**config.mk**
```make
export PLATFORM = sky130hd
export DESIGN_NAME = multi_input_gate_acc_v
export DESIGN_NICKNAME = d
export VERILOG_FILES = /design/src/rtl/gate_op_pkg.sv /design/src/rtl/mask_reduce_v.sv /design/src/rtl/multi_input_gate_acc_v.sv
export SDC_FILE = /design/constraint.sdc
export NUM_CORES = 1
export LEC_CHECK = 0
export CAP_MARGIN = 0
export CORE_MARGIN = 8
export CORE_UTILIZATION = 35
export CTS_CLUSTER_SIZE = 40
export DETAILED_ROUTE_END_ITERATION = 8
export PLACE_DENSITY = 0.68
export SYNTH_ARGS = -nofsm -noshare
export SYNTH_HDL_FRONTEND = slang
export SYNTH_SLANG_ARGS = --single-unit
export TNS_END_PERCENT = 50
```
**constraint.sdc**
```tcl
create_clock -name i_clk -period 1.62 [get_ports i_clk]
set_input_delay 0.486 -clock i_clk [delete_from_list [all_inputs] [get_ports i_clk]]
set_output_delay 0.486 -clock i_clk [all_outputs]
set_load 0.01 [all_outputs]
```
**src/rtl/gate_op_pkg.sv**
```systemverilog
// rtl/gate_op_pkg.sv - op codes, FSM states and result helper for the gate accumulator
package gate_op_pkg;

    localparam logic [1:0] OP_XOR  = 2'b00;
    localparam logic [1:0] OP_NAND = 2'b01;
    localparam logic [1:0] OP_NOR  = 2'b10;
    localparam logic [1:0] OP_XNOR = 2'b11;

    typedef enum logic {
        ST_IDLE  = 1'b0,
        ST_ACCUM = 1'b1
    } state_t;

    // Turns the three running reductions into the selected gate output.
    // A fully masked packet leaves the accumulators at their identities,
    // giving XOR=0, NAND=0, NOR=1, XNOR=1 without any special casing.
    function automatic logic op_result(input logic [1:0] code,
                                       input logic and_acc,
                                       input logic or_acc,
                                       input logic xor_acc);
        logic r;
        case (code)
            OP_XOR:  r = xor_acc;
            OP_NAND: r = ~and_acc;
            OP_NOR:  r = ~or_acc;
            default: r = ~xor_acc;
        endcase
        return r;
    endfunction

endpackage

```
**src/rtl/mask_reduce_v.sv**
```systemverilog
// rtl/mask_reduce_v.sv - per-beat masked AND/OR/XOR reduction with identity fill
module mask_reduce_v #(
    parameter int N_IN = 4
) (
    input  logic [N_IN-1:0] data,
    input  logic [N_IN-1:0] mask,
    output logic            beat_and,
    output logic            beat_or,
    output logic            beat_xor
);

    // Masked lanes are forced to the identity of each reduction (1 for AND, 0 for OR/XOR).
    always_comb begin
        beat_and = &(data | ~mask);
        beat_or  = |(data & mask);
        beat_xor = ^(data & mask);
    end

endmodule

```
**src/rtl/multi_input_gate_acc_v.sv**
```systemverilog
// rtl/multi_input_gate_acc_v.sv - streaming N-input code-selected gate reduction over packets
module multi_input_gate_acc_v
    import gate_op_pkg::*;
#(
    parameter int N_IN  = 4,
    parameter int CNT_W = 8
) (
    input  logic             i_clk,
    input  logic             i_rst,
    input  logic             i_valid,
    output logic             o_ready,
    input  logic [N_IN-1:0]  i_data,
    input  logic [N_IN-1:0]  i_mask,
    input  logic [1:0]       i_code,
    input  logic             i_last,
    output logic             o_valid,
    input  logic             i_ready,
    output logic             o_f,
    output logic [CNT_W-1:0] o_beats
);

    localparam logic [CNT_W-1:0] CNT_MAX = '1;
    localparam logic [CNT_W-1:0] CNT_ONE = CNT_W'(1);

    state_t           state, state_n;
    logic [1:0]       code_q, code_n;
    logic             and_acc, and_n;
    logic             or_acc, or_n;
    logic             xor_acc, xor_n;
    logic [CNT_W-1:0] cnt, cnt_n;
    logic             valid_n;
    logic             f_n;
    logic [CNT_W-1:0] beats_n;

    logic beat_and, beat_or, beat_xor;
    logic accept;

    mask_reduce_v #(
        .N_IN (N_IN)
    ) u_reduce (
        .data     (i_data),
        .mask     (i_mask),
        .beat_and (beat_and),
        .beat_or  (beat_or),
        .beat_xor (beat_xor)
    );

    // Input side stalls only while a result is held and not being taken this cycle.
    assign o_ready = ~o_valid | i_ready;
    assign accept  = i_valid & o_ready;

    // Next-state, accumulator fold and result capture for the accepted beat.
    always_comb begin
        state_n = state;
        code_n  = code_q;
        and_n   = and_acc;
        or_n    = or_acc;
        xor_n   = xor_acc;
        cnt_n   = cnt;
        valid_n = o_valid;
        f_n     = o_f;
        beats_n = o_beats;

        if (o_valid && i_ready) begin
            valid_n = 1'b0;
        end

        if (accept) begin
            if (state == ST_IDLE) begin
                // First beat: sample the op and seed straight from the beat.
                code_n = i_code;
                and_n  = beat_and;
                or_n   = beat_or;
                xor_n  = beat_xor;
                cnt_n  = CNT_ONE;
            end else begin
                and_n  = and_acc & beat_and;
                or_n   = or_acc  | beat_or;
                xor_n  = xor_acc ^ beat_xor;
                cnt_n  = (cnt == CNT_MAX) ? cnt : cnt + CNT_ONE;
            end

            if (i_last) begin
                // A new result overrides the consumed one in the same cycle.
                valid_n = 1'b1;
                f_n     = op_result(code_n, and_n, or_n, xor_n);
                beats_n = cnt_n;
                state_n = ST_IDLE;
            end else begin
                state_n = ST_ACCUM;
            end
        end
    end

    // State, accumulators and output register; reset discards any partial packet.
    always_ff @(posedge i_clk or posedge i_rst) begin
        if (i_rst) begin
            state   <= ST_IDLE;
            code_q  <= OP_XOR;
            and_acc <= 1'b1;
            or_acc  <= 1'b0;
            xor_acc <= 1'b0;
            cnt     <= '0;
            o_valid <= 1'b0;
            o_f     <= 1'b0;
            o_beats <= '0;
        end else begin
            state   <= state_n;
            code_q  <= code_n;
            and_acc <= and_n;
            or_acc  <= or_n;
            xor_acc <= xor_n;
            cnt     <= cnt_n;
            o_valid <= valid_n;
            o_f     <= f_n;
            o_beats <= beats_n;
        end
    end

endmodule

```
Word level (Yosys, flattened, before mapping)
Index checks and enable logic that the tools add are counted.
{"block": "totals", "reg_bits": 24, "in_bits": 15, "word_cells": 46}
{"block": "op_classes", "n_addsub": 1, "n_eq_ne": 3, "mux": 15, "bitwise_logic": 12, "reduce_logical": 6}
{"op": "2-to-1 mux 8 bit", "n": 2}
{"op": "2-to-1 mux 1 bit", "n": 10}
{"op": "adder 8 x 1 -> 8 bit (second input constant)", "n": 1}
{"op": "equality test 8 bit (second input constant)", "n": 1}
{"op": "AND 4 bit", "n": 1}
{"op": "2-to-1 mux 2 bit", "n": 2}
{"op": "inverter 1 bit", "n": 4}
{"op": "inverter 4 bit", "n": 1}
{"op": "bitwise OR 4 bit", "n": 1}
{"op": "AND reduction 4 bit", "n": 1}
{"op": "OR reduction 4 bit", "n": 1}
{"op": "parity 4 bit", "n": 1}
{"op": "case mux 1 bit (3 select lines)", "n": 1}
{"op": "AND 1 bit", "n": 2}
{"op": "equality test 2 x 1 -> 1 bit (second input constant)", "n": 1}
{"op": "equality test 2 bit (second input constant)", "n": 1}
{"op": "logical NOT 2 bit", "n": 1}
{"op": "bitwise OR 1 bit", "n": 2}
{"op": "AND reduction 2 bit", "n": 1}
{"op": "logical AND 1 bit", "n": 1}
{"op": "XOR 1 bit", "n": 1}

Logic depth before layout (Yosys ltp)
Gate-level depths: netlist (run 1).
{"block": "depth", "depth_word": 8, "mapped_depth": 6}

Cells and area by module
From an unflattened synthesis (run 1), not the netlist that was laid out.
{"block": "hier_totals", "hier_cells": 143, "hier_area_um2": 1347.5}
{"module": "multi_input_gate_acc_v", "n_inst": 1, "cells_per_inst": 130, "area_each_um2": 1242.4, "seq_area_each_um2": 601.8}
{"module": "mask_reduce_v", "n_inst": 1, "cells_per_inst": 13, "area_each_um2": 105.1, "seq_area_each_um2": 0.0}

Worst setup path after synthesis (run 1)
OpenSTA, ideal clock, no wires.
{"block": "synth_timing", "path_kind": "input port to flip-flop", "from": "in i_mask[2]", "to": "reg o_f", "setup_ns": 0.129, "arrival_ns": 1.423, "required_ns": 1.491, "slack_ns": 0.069, "cell_stages": 6, "n_path_buf": 0, "path_cell_list": "nand2_1 > ha_1 > xnor2_1 > xnor2_1 > mux2i_1 > o31ai_1"}
{"block": "synth_between", "elab_chain_cells": 8}
{"element": "start: declaration", "line_no": "multi_input_gate_acc_v.sv:13", "rtl": "input logic [N_IN-1:0] i_mask,"}
{"element": "inverter 4 bit", "line_no": "mask_reduce_v.sv:14", "rtl": "beat_and = &(data | ~mask);"}
{"element": "bitwise OR 4 bit", "line_no": "mask_reduce_v.sv:14"}
{"element": "AND reduction 4 bit", "line_no": "mask_reduce_v.sv:14"}
{"element": "AND 1 bit", "line_no": "multi_input_gate_acc_v.sv:77", "rtl": "and_n = and_acc & beat_and;"}
{"element": "2-to-1 mux 1 bit", "line_no": "multi_input_gate_acc_v.sv:69", "rtl": "if (state == ST_IDLE) begin"}
{"element": "2-to-1 mux 1 bit", "line_no": "multi_input_gate_acc_v.sv:68", "rtl": "if (accept) begin"}
{"element": "inverter 1 bit", "line_no": "gate_op_pkg.sv:24", "rtl": "OP_NAND: r = ~and_acc;"}
{"element": "case mux 1 bit (3 select lines) (*)", "line_no": "gate_op_pkg.sv:22", "rtl": "case (code)"}
{"element": "end signal: assignment", "line_no": "multi_input_gate_acc_v.sv:115", "rtl": "o_f <= f_n;"}
{"element": "end: declaration", "line_no": "multi_input_gate_acc_v.sv:18", "rtl": "output logic o_f,"}
Mark *: on every way between the ends. The rest lies on a longest branch, timed or not. The select of a mux whose other input is x is not followed.
A chain may end at the register's enable or synchronous reset.

Final worst setup path (run 1)
{"block": "layout_timing", "from": "in i_data[3]", "to": "reg o_f"}
{"block": "layout_between", "elab_chain_cells": 7}
{"element": "start: declaration", "line_no": "multi_input_gate_acc_v.sv:12", "rtl": "input logic [N_IN-1:0] i_data,"}
{"element": "AND 4 bit / bitwise OR 4 bit (equally long branches)", "line_no": "mask_reduce_v.sv:15, mask_reduce_v.sv:16, mask_reduce_v.sv:14"}
{"element": "parity 4 bit, or another cell as far along", "line_no": "mask_reduce_v.sv:16", "rtl": "beat_xor = ^(data & mask);"}
{"element": "XOR 1 bit, or another cell as far along", "line_no": "multi_input_gate_acc_v.sv:79", "rtl": "xor_n = xor_acc ^ beat_xor;"}
{"element": "2-to-1 mux 1 bit", "line_no": "multi_input_gate_acc_v.sv:69"}
{"element": "2-to-1 mux 1 bit", "line_no": "multi_input_gate_acc_v.sv:68"}
{"element": "inverter 1 bit (on tied branches)", "line_no": "gate_op_pkg.sv:26, gate_op_pkg.sv:24, gate_op_pkg.sv:25"}
{"element": "case mux 1 bit (3 select lines) (*)", "line_no": "gate_op_pkg.sv:22"}
Marks and branches as above.

==> results.toml, run 1 <==
[synthesis]
synth_top_area_cell = "dfrtp_1"
mappedNetlistArea_sq_mm = 0.00130
yosys-top-cells-count = "nand2_1, dfrtp_1, o21ai_0"
ys_async_sr_fraction = 1.00
synth_most_common_cell = "nand2_1"
synth_cell_type_count = 40
ys_warn_count = 0
avgSynthCellArea_sq_um = 9.61
synth_top_area_frac = 0.444
ys_seq_area_frac = 0.464
dominantRegCellSynth = "dfrtp_1"
synth_area_leaders = "dfrtp_1, nand2_1, o2bb2ai_1, o21ai_0, mux2i_1"
synth-edff-count = 0
synthesis.nets = 153
ys_ff_latch = 24
synthCells = 135

[clocking]
insertion_delay_ps = 260
root_buffer = "clkbuf_8"
clk_pin_slew_worst_paths_ps = 90
cts_hold_buf = 0
cts_sinks = 24
cts-buffers-inserted = 3
cts_buffer_depth = 2
h-tree-depth = 1
cts_setup_buffers = 0
cts_tree = "built"

[sta]
fmax_mhz = 622
setup_ws_ps = 11.9
drv_slew = 0
fin_setup_tns_ps = 0
finalCriticalPeriod_ps = 1610
skew_ps = 3.43
tightest_slew_ps = 297
fin_crit_sh = 0.993
final_hold_viol_count = 0
finalSetupViolations = 0
slew_headroom = 0.800

[global_routing]
grt_first_pass_wirelength_mm = 5.48
overflow = 0
grt_pass1_vias = 1230
grt_max_degree = 25
antenna_found_initial = 0
grt_use_total = 0.110

[critical_path]
slowest_stage = "mux2i_1"
worstPathRequired_ps = 1770
crit_family = "XOR/XNOR gates"
crit_path_frequent_cell = "xnor2_2"
cp-end-kind = "register"
max_stage_delay_ps = 260
worstPathCellList = "dlygate4sd2_1 -> nand2_2 -> ha_4 -> xnor2_2 -> xnor2_2 -> mux2i_1 -> o31ai_1"
crit_buf_inv = 1
crit_arrival_ps = 1760
worstPathMaxFanout = 2
critical_path_class = "input port to register"
start_kind = "input port"

[placed_design]
io_buffers = 25
gp_congestion = 0.803
placed_cells = 218
dp_slack_ps = -608
detailed_place_hpwl_mm = 2.51

[drt]
vias_per_cell = 5.03
wl_per_cell_um = 14.7
drc = 0
vias = 1116
dr.first_iter.drc_count = 34
routed_wl_mm = 3.26
first_pass_iters = 4
route.antenna.remaining_nets = 0

[cells_and_area]
layoutNonFillerInstCount = 222
syn2layout_area_growth_pct = 39.6
regArea_sq_um = 602
nets = 193
drive_gt1_frac = 0.236
multi_input_area_sq_um = 722
antenna_cells = 0
nFillCells = 362

[job]
drv_cap = 0

[power]
total_power_mw = 1.83
power_density_mw_per_mm2 = 1010
p_leak_nw = 0.852
vdd_drop_max_mv = 0.531

[floorplanning]
start_util = 0.360
dieHeight_um = 76.9
coreArea_sq_mm = 0.00361
die_area_sq_mm = 0.00591
die_w_um = 76.9
rows = 22
pin_count = 26

[outcome]
run_status = "complete, no violations"

[worst_hold_path]
hold_class = "register to register"
[metrics by stage]
stage	cell area, sq um	hold WS [ps]	util
detailed placement	1690	471	0.468
floorplan	1300	440	-
finish	1810	485	0.502
CTS	1750	491	0.486
global placement	1690	455	0.468
global route	1810	509	0.502
[report_power, final]
part	internal (mW)	switching, mW
Clock	0.217	0.187
Combinational	0.317	0.301
Sequential	0.721	0.0893
Total	1.25	0.577
[cells in the final DEF (no fill, tap or decap), types with 3 or more instances in the layout]
cell type,n
dfrtp_1,23
a21oi_1,9
nand2_1,19
nand3_1,3
dlygate4sd2_1,16
buf_4,14
o2bb2ai_1,7
nand2_2,5
o21ai_0,11
inv_1,9
mux2i_1,5
clkdlybuf4s50_1,5
clkbuf_8,4
[repair_timing]
action,in CTS,in global routing
pin swaps,8,3
gates resized for setup,32,10
setup endpoints to repair,19,18
[metal layers]
layer,global-route usage,routed length [um]
met5,0,0
met2,0.194,1690
met1,0.123,1380
met4,0.0327,29
met3,0.0350,160
[layout make-up]
| class | count | area share |
|---|---|---|
| Inverter | 9 | 0.0186 |
| Tap cell | 48 | 0.0331 |
| Multi-Input combinational cell | 98 | 0.398 |
| Clock buffer | 4 | 0.0304 |
| Sequential cell | 24 | 0.332 |
| Timing Repair Buffer | 39 | 0.187 |
[state kept, by name, summed over array words and instances (netlist names)]
name and flops:
cnt 8, o_beats 8, code_q 2, and_acc 1, o_f 1, o_valid 1
or_acc 1, state 1, xor_acc 1
[final timing paths]
check | start | to | slack [ps] | cells after the start
max | i_data[3] | o_f | 10 | 7
min | o_beats[4] | o_beats[4] | 480 | 1
max reg2reg | cnt[0] | cnt[5] | 150 | 6
min reg2reg | o_beats[4] | o_beats[4] | 480 | 1
max in group asynchronous | i_rst | and_acc | 770 | 3
min in group asynchronous | i_rst | cnt[7] | 570 | 3
[logic make-up (layout without fill, tap and decap cells)]
group | Yosys count | in the layout | share of synthesized area
compound gates | 39 | 39 | 0.195
simple gates | 45 | 45 | 0.186
xor+xnor | 5 | 5 | 0.0337
mux | 6 | 6 | 0.0473
fa+ha+maj | 3 | 3 | 0.0289
buf+inv | 13 | 52 | 0.0453
flops | 24 | 24 | 0.464
Note: power is estimated with default switching activity, not from simulation.
==> run 2: changes to the inputs <==
--- a/config.mk
+++ b/config.mk
@@ -6,7 +6,7 @@
 export NUM_CORES = 1
 export LEC_CHECK = 0
 export CAP_MARGIN = 0
-export CORE_MARGIN = 8
+export CORE_MARGIN = 2
 export CORE_UTILIZATION = 35
 export CTS_CLUSTER_SIZE = 40
 export DETAILED_ROUTE_END_ITERATION = 8
==> run 2 against run 1 <==
- cell count up 0.45%
- critical path depth unchanged
- count of clock-buffer cells in the layout unchanged
- critical endpoint unchanged
- non-clock buffer count up 1
- sequential cell count unchanged
- largest power group unchanged
- sequential share of layout area up 0.18 points
- first-iteration DRC count up 8.8%
- combinational power about the same
- die area down 29%
- core utilization down 0.28 points
- register-to-register slack about the same
- clock skew about the same
==> results.toml, run 2 (synthesis results as in run 1) <==
[placed_design]
io_buffers = 25
gp_congestion = 0.872
detailed_place_hpwl_mm = 2.29
dp_slack_ps = -609

[power]
pwr-share-seq = 0.441
vdd_drop_max_mv = 0.443
clkPwrFrac = 0.222
intPower_mw = 1.26
power_density_mw_per_mm2 = 1020
p_leak_nw = 0.834
pwr-share-comb = 0.337
p_switching_uw = 575
switching_share = 0.314

[drt]
dr.first_iter.drc_count = 37
vias_per_cell = 5.16
routed_wl_mm = 3.00
wl_per_cell_um = 13.5
vias = 1151
drc = 0
first_pass_iters = 4
route.antenna.remaining_nets = 0

[clocking]
clk_pin_slew_worst_paths_ps = 80
h-tree-depth = 1
cts-buffers-inserted = 3
cts_hold_buf = 0
cts_sinks = 24
cts_buffer_depth = 2
cts_tree = "built"
root_buffer = "clkbuf_8"
insertion_delay_ps = 270

[sta]
finalSetupViolations = 0
whs_ps = 483
final_hold_viol_count = 0
fin_crit_sh = 0.983
finalCriticalPeriod_ps = 1590
slew_headroom = 0.731
setup_ws_ps = 26.8
tightest_slew_ps = 398
fmax_mhz = 628
drv_slew = 0
skew_ps = 3.46

[critical_path]
cp-end-kind = "register"
critical_path_class = "input port to register"
r2r_cells = 4
worstPathRequired_ps = 1780
start_kind = "input port"
worstPathMaxFanout = 2
crit_arrival_ps = 1760

[floorplanning]
start_util = 0.360
die_w_um = 64.9
rows = 22
coreArea_sq_mm = 0.00361
dieHeight_um = 64.9
pin_count = 26
die_area_sq_mm = 0.00421

[cells_and_area]
top_regs = "cnt (8), o_beats (8), code_q (2)"
syn2layout_area_growth_pct = 38.9
nets = 194
nFillCells = 349
final_common_cell = "dfrtp_1"
antenna_cells = 0
drive_gt1_frac = 0.217
final_cell_mix = "dfrtp_1, nand2_1, dlygate4sd2_1, buf_4, o21ai_0"

[global_routing]
grt_use_total = 0.157
grt_max_degree = 25
grt_first_pass_wirelength_mm = 5.18
overflow = 0
antenna_found_initial = 0
grt_pass1_vias = 1155

[outcome]
run_status = "complete, no violations"

[worst_hold_path]
whs_path_depth = 2
hold_class = "register to register"

[job]
drv_cap = 0
## run 2: cell count changes in the layout (fill, tap and decap cells not counted), sizes merged
cell,before,now
dlymetal6s2s,1,0
buf,15,16
dlygate4sd2,16,17
## run 2: repair_timing
| action | in CTS | in global routing |
|---|---|---|
| buffers inserted | 1 | 0 |
| gates resized for setup | 34 | 4 |
| pin swaps | 2 | 3 |
| endpoints found under the hold margin | 0 | 0 |
| setup endpoints to repair | 21 | 1 |
## run 2: power by group through the flow
stage          Clock, mW  Combinational (mW)  Sequential, mW
4_1_cts            0.419               0.593           0.808
5_1_grt            0.449               0.692           0.824
3_5_place_dp           0               0.610           0.821
3_3_place_gp           0               0.596           0.815
2_1_floorplan          0               0.299           0.836
6_report           0.407               0.619           0.809
## run 2: cell type report
class	count	area, sq um	area share
inverter	9	33.8	0.0187
tap	48	60.1	0.0333
timing repair buffer	40	343	0.190
sequential	24	602	0.334
clock buffer	4	55.1	0.0306
multi-input combinational	98	708	0.393
## run 2: critical path, stage by stage
cell	delay, ps
dlygate4sd2_1	250
nand2_2	90
ha_4	210
xnor2_4	150
xnor2_2	210
mux2i_1	100
o31ai_1	250
## run 2: path summary, 6_finish.rpt
path	endpoint	startpoint	slack (ps)
max in group asynchronous	and_acc	i_rst	780
min reg2reg	and_acc	and_acc	480
max reg2reg	cnt[6]	cnt[1]	160
max	o_f	i_mask[1]	30
min in group asynchronous	o_valid	i_rst	550
min	and_acc	and_acc	480
## run 2: through the flow
step / setup TNS, ps / instance area, sq um / util / power (mW) / instances
2_1_floorplan: 0 / 1300 / - / 1.14 / 135
4_1_cts: 0 / 1780 / 0.494 / 1.82 / 223
5_1_grt: -20.6 / 1800 / 0.500 / 1.97 / 223
6_report: 0 / 1800 / 0.500 / 1.83 / 223
3_3_place_gp: -5830 / 1690 / 0.468 / 1.41 / 218
3_5_place_dp: -6620 / 1690 / 0.468 / 1.43 / 218
## run 2: per-layer routing
metal | vias to the layer above | share of wire | GRT usage
met2 | 27 | 0.49 | 0.276
met3 | 6 | 0.043 | 0.0365
met5 | - | 0 | 0
met4 | 0 | 0.017 | 0.0479
met1 | 553 | 0.45 | 0.191
li1 | 565 | - | -
==> run 3: changes to the inputs <==
--- a/config.mk
+++ b/config.mk
@@ -7,10 +7,10 @@
 export LEC_CHECK = 0
 export CAP_MARGIN = 0
 export CORE_MARGIN = 2
-export CORE_UTILIZATION = 35
+export CORE_UTILIZATION = 26
 export CTS_CLUSTER_SIZE = 40
 export DETAILED_ROUTE_END_ITERATION = 8
-export PLACE_DENSITY = 0.68
+export PLACE_DENSITY = 0.56
 export SYNTH_ARGS = -nofsm -noshare
 export SYNTH_HDL_FRONTEND = slang
 export SYNTH_SLANG_ARGS = --single-unit
==> run 3 against run 2 <==
- global-route usage shrank 3.6 points
- cell count increased by 8.5%
- cell area is 1.0% lower
- sequential cell count stayed put
- core utilization is 12 points lower
- worst setup slack better by 30 ps
- die area increased by 32%
- clock power fell by 2%
- power fell by 2.6%
- count of clock-buffer cells in the layout did not move
- largest cell class unchanged
- highest routed layer unchanged
==> results.toml, run 3 (synthesis results as in run 1) <==
[outcome]
run_status = "complete, no violations"

[critical_path]
worstPathRequired_ps = 1770
worstPathMaxFanout = 2
crit_arrival_ps = 1720
cp-end-kind = "register"
start_kind = "input port"
critical_path_class = "input port to register"

[floorplanning]
die_w_um = 74.6
start_util = 0.273
pin_count = 26
rows = 25
die_area_sq_mm = 0.00557
dieHeight_um = 74.6
coreArea_sq_mm = 0.00475

[cells_and_area]
drive_gt1_frac = 0.189
multi_input_area_sq_um = 668
final_core_util = 0.375
nFillCells = 517
regArea_sq_um = 602
nets = 194
final_common_cell = "nand2_1"
syn2layout_area_growth_pct = 37.4
top_regs = "cnt (8), o_beats (8), code_q (2)"
antenna_cells = 0
final_cell_mix = "nand2_1, dfrtp_1, dlygate4sd2_1, buf_4, o21ai_0"

[sta]
finalCriticalPeriod_ps = 1560
drv_slew = 0
fin_crit_sh = 0.965
tightest_slew_ps = 451
finalSetupViolations = 0
fmax_mhz = 640
final_hold_viol_count = 0
setup_ws_ps = 56.8
slew_headroom = 0.696
skew_ps = 10.4

[global_routing]
antenna_found_initial = 0
grt_first_pass_wirelength_mm = 5.15
grt_use_total = 0.121
grt_max_degree = 25
grt_pass1_vias = 1145
overflow = 0

[placed_design]
dp_slack_ps = -517
io_buffers = 25
gp_congestion = 0.868
detailed_place_hpwl_mm = 2.33

[clocking]
cts_buffer_depth = 2
h-tree-depth = 1
cts_tree = "built"
insertion_delay_ps = 260
root_buffer = "clkbuf_8"
clk_pin_slew_worst_paths_ps = 90
cts_sinks = 24
cts-buffers-inserted = 3

[drt]
vias = 1141
drc = 0
dr.first_iter.drc_count = 36
route.antenna.remaining_nets = 0
wl_per_cell_um = 12.5
routed_wl_mm = 3.02
vias_per_cell = 4.71
first_pass_iters = 4

[power]
p_leak_nw = 0.839
total_power_mw = 1.79
power_density_mw_per_mm2 = 1000
vdd_drop_max_mv = 0.331

[worst_hold_path]
hold_class = "register to register"

[job]
drv_cap = 0
## run 3: cell count changes in the layout (fill, tap and decap cells not counted), moves of 2 or more
cell	delta
nand2_2	-5
nand2_1	+4
clkdlybuf4s15_1	-2
dlygate4sd2_1	+2
ha_1	+2
ha_4	-2
## run 3: final cells by class
cell class | count | share of cell area
multi-input cells | 98 | 0.375
flip-flops and latches | 24 | 0.338
repair buffers | 40 | 0.191
well taps | 67 | 0.0470
clock buffers | 4 | 0.0309
inverters | 9 | 0.0189
## run 3: worst paths after layout
kind,depth (start not counted),endpoint,slack [ps],from
setup reg to reg,6,cnt[5],140,cnt[0]
max in group asynchronous,3,and_acc,780,i_rst
setup / recovery,7,o_f,60,i_data[1]
min in group asynchronous,3,o_valid,560,i_rst
hold reg to reg,2,code_q[0],470,code_q[0]
hold / removal,2,code_q[0],470,code_q[0]
## run 3: worst max-delay path: stages
cell and delay, ps:
dlygate4sd2_1 220, nand2_1 60, ha_1 320, xnor2_2 200, xnor2_2 140, mux2i_1 210
o31ai_1 90
## run 3: metal layers
layer / up-vias / track usage / share of wire
li1: 558 / - / -
met1: 561 / 0.150 / 0.47
met2: 20 / 0.210 / 0.50
met3: 2 / 0.0241 / 0.027
met4: 0 / 0.0417 / 0.0073
met5: - / 0 / 0
## run 3: where the power goes
part / total [mW] / internal (mW) / switching (mW)
clock network: 0.399 / 0.217 / 0.183
registers: 0.812 / 0.721 / 0.0915
logic: 0.576 / 0.298 / 0.278
## run 3: what timing repair did
item / CTS / global route
endpoints found under the setup margin: 19 / 1
pin swaps: 5 / 0
hold buffers: 0 / 0
gates resized for setup: 28 / 2
setup buffers: 0 / 0
## run 3: stage by stage
step	area [sq um]	hold slack, ps	cells	setup TNS (ps)
after floorplan	1300	440	135	0
after global placement	1720	455	238	-5850
after detailed placement	1720	459	238	-6620
after CTS	1770	478	242	0
after global routing	1780	488	242	-5.56
final	1780	473	242	0
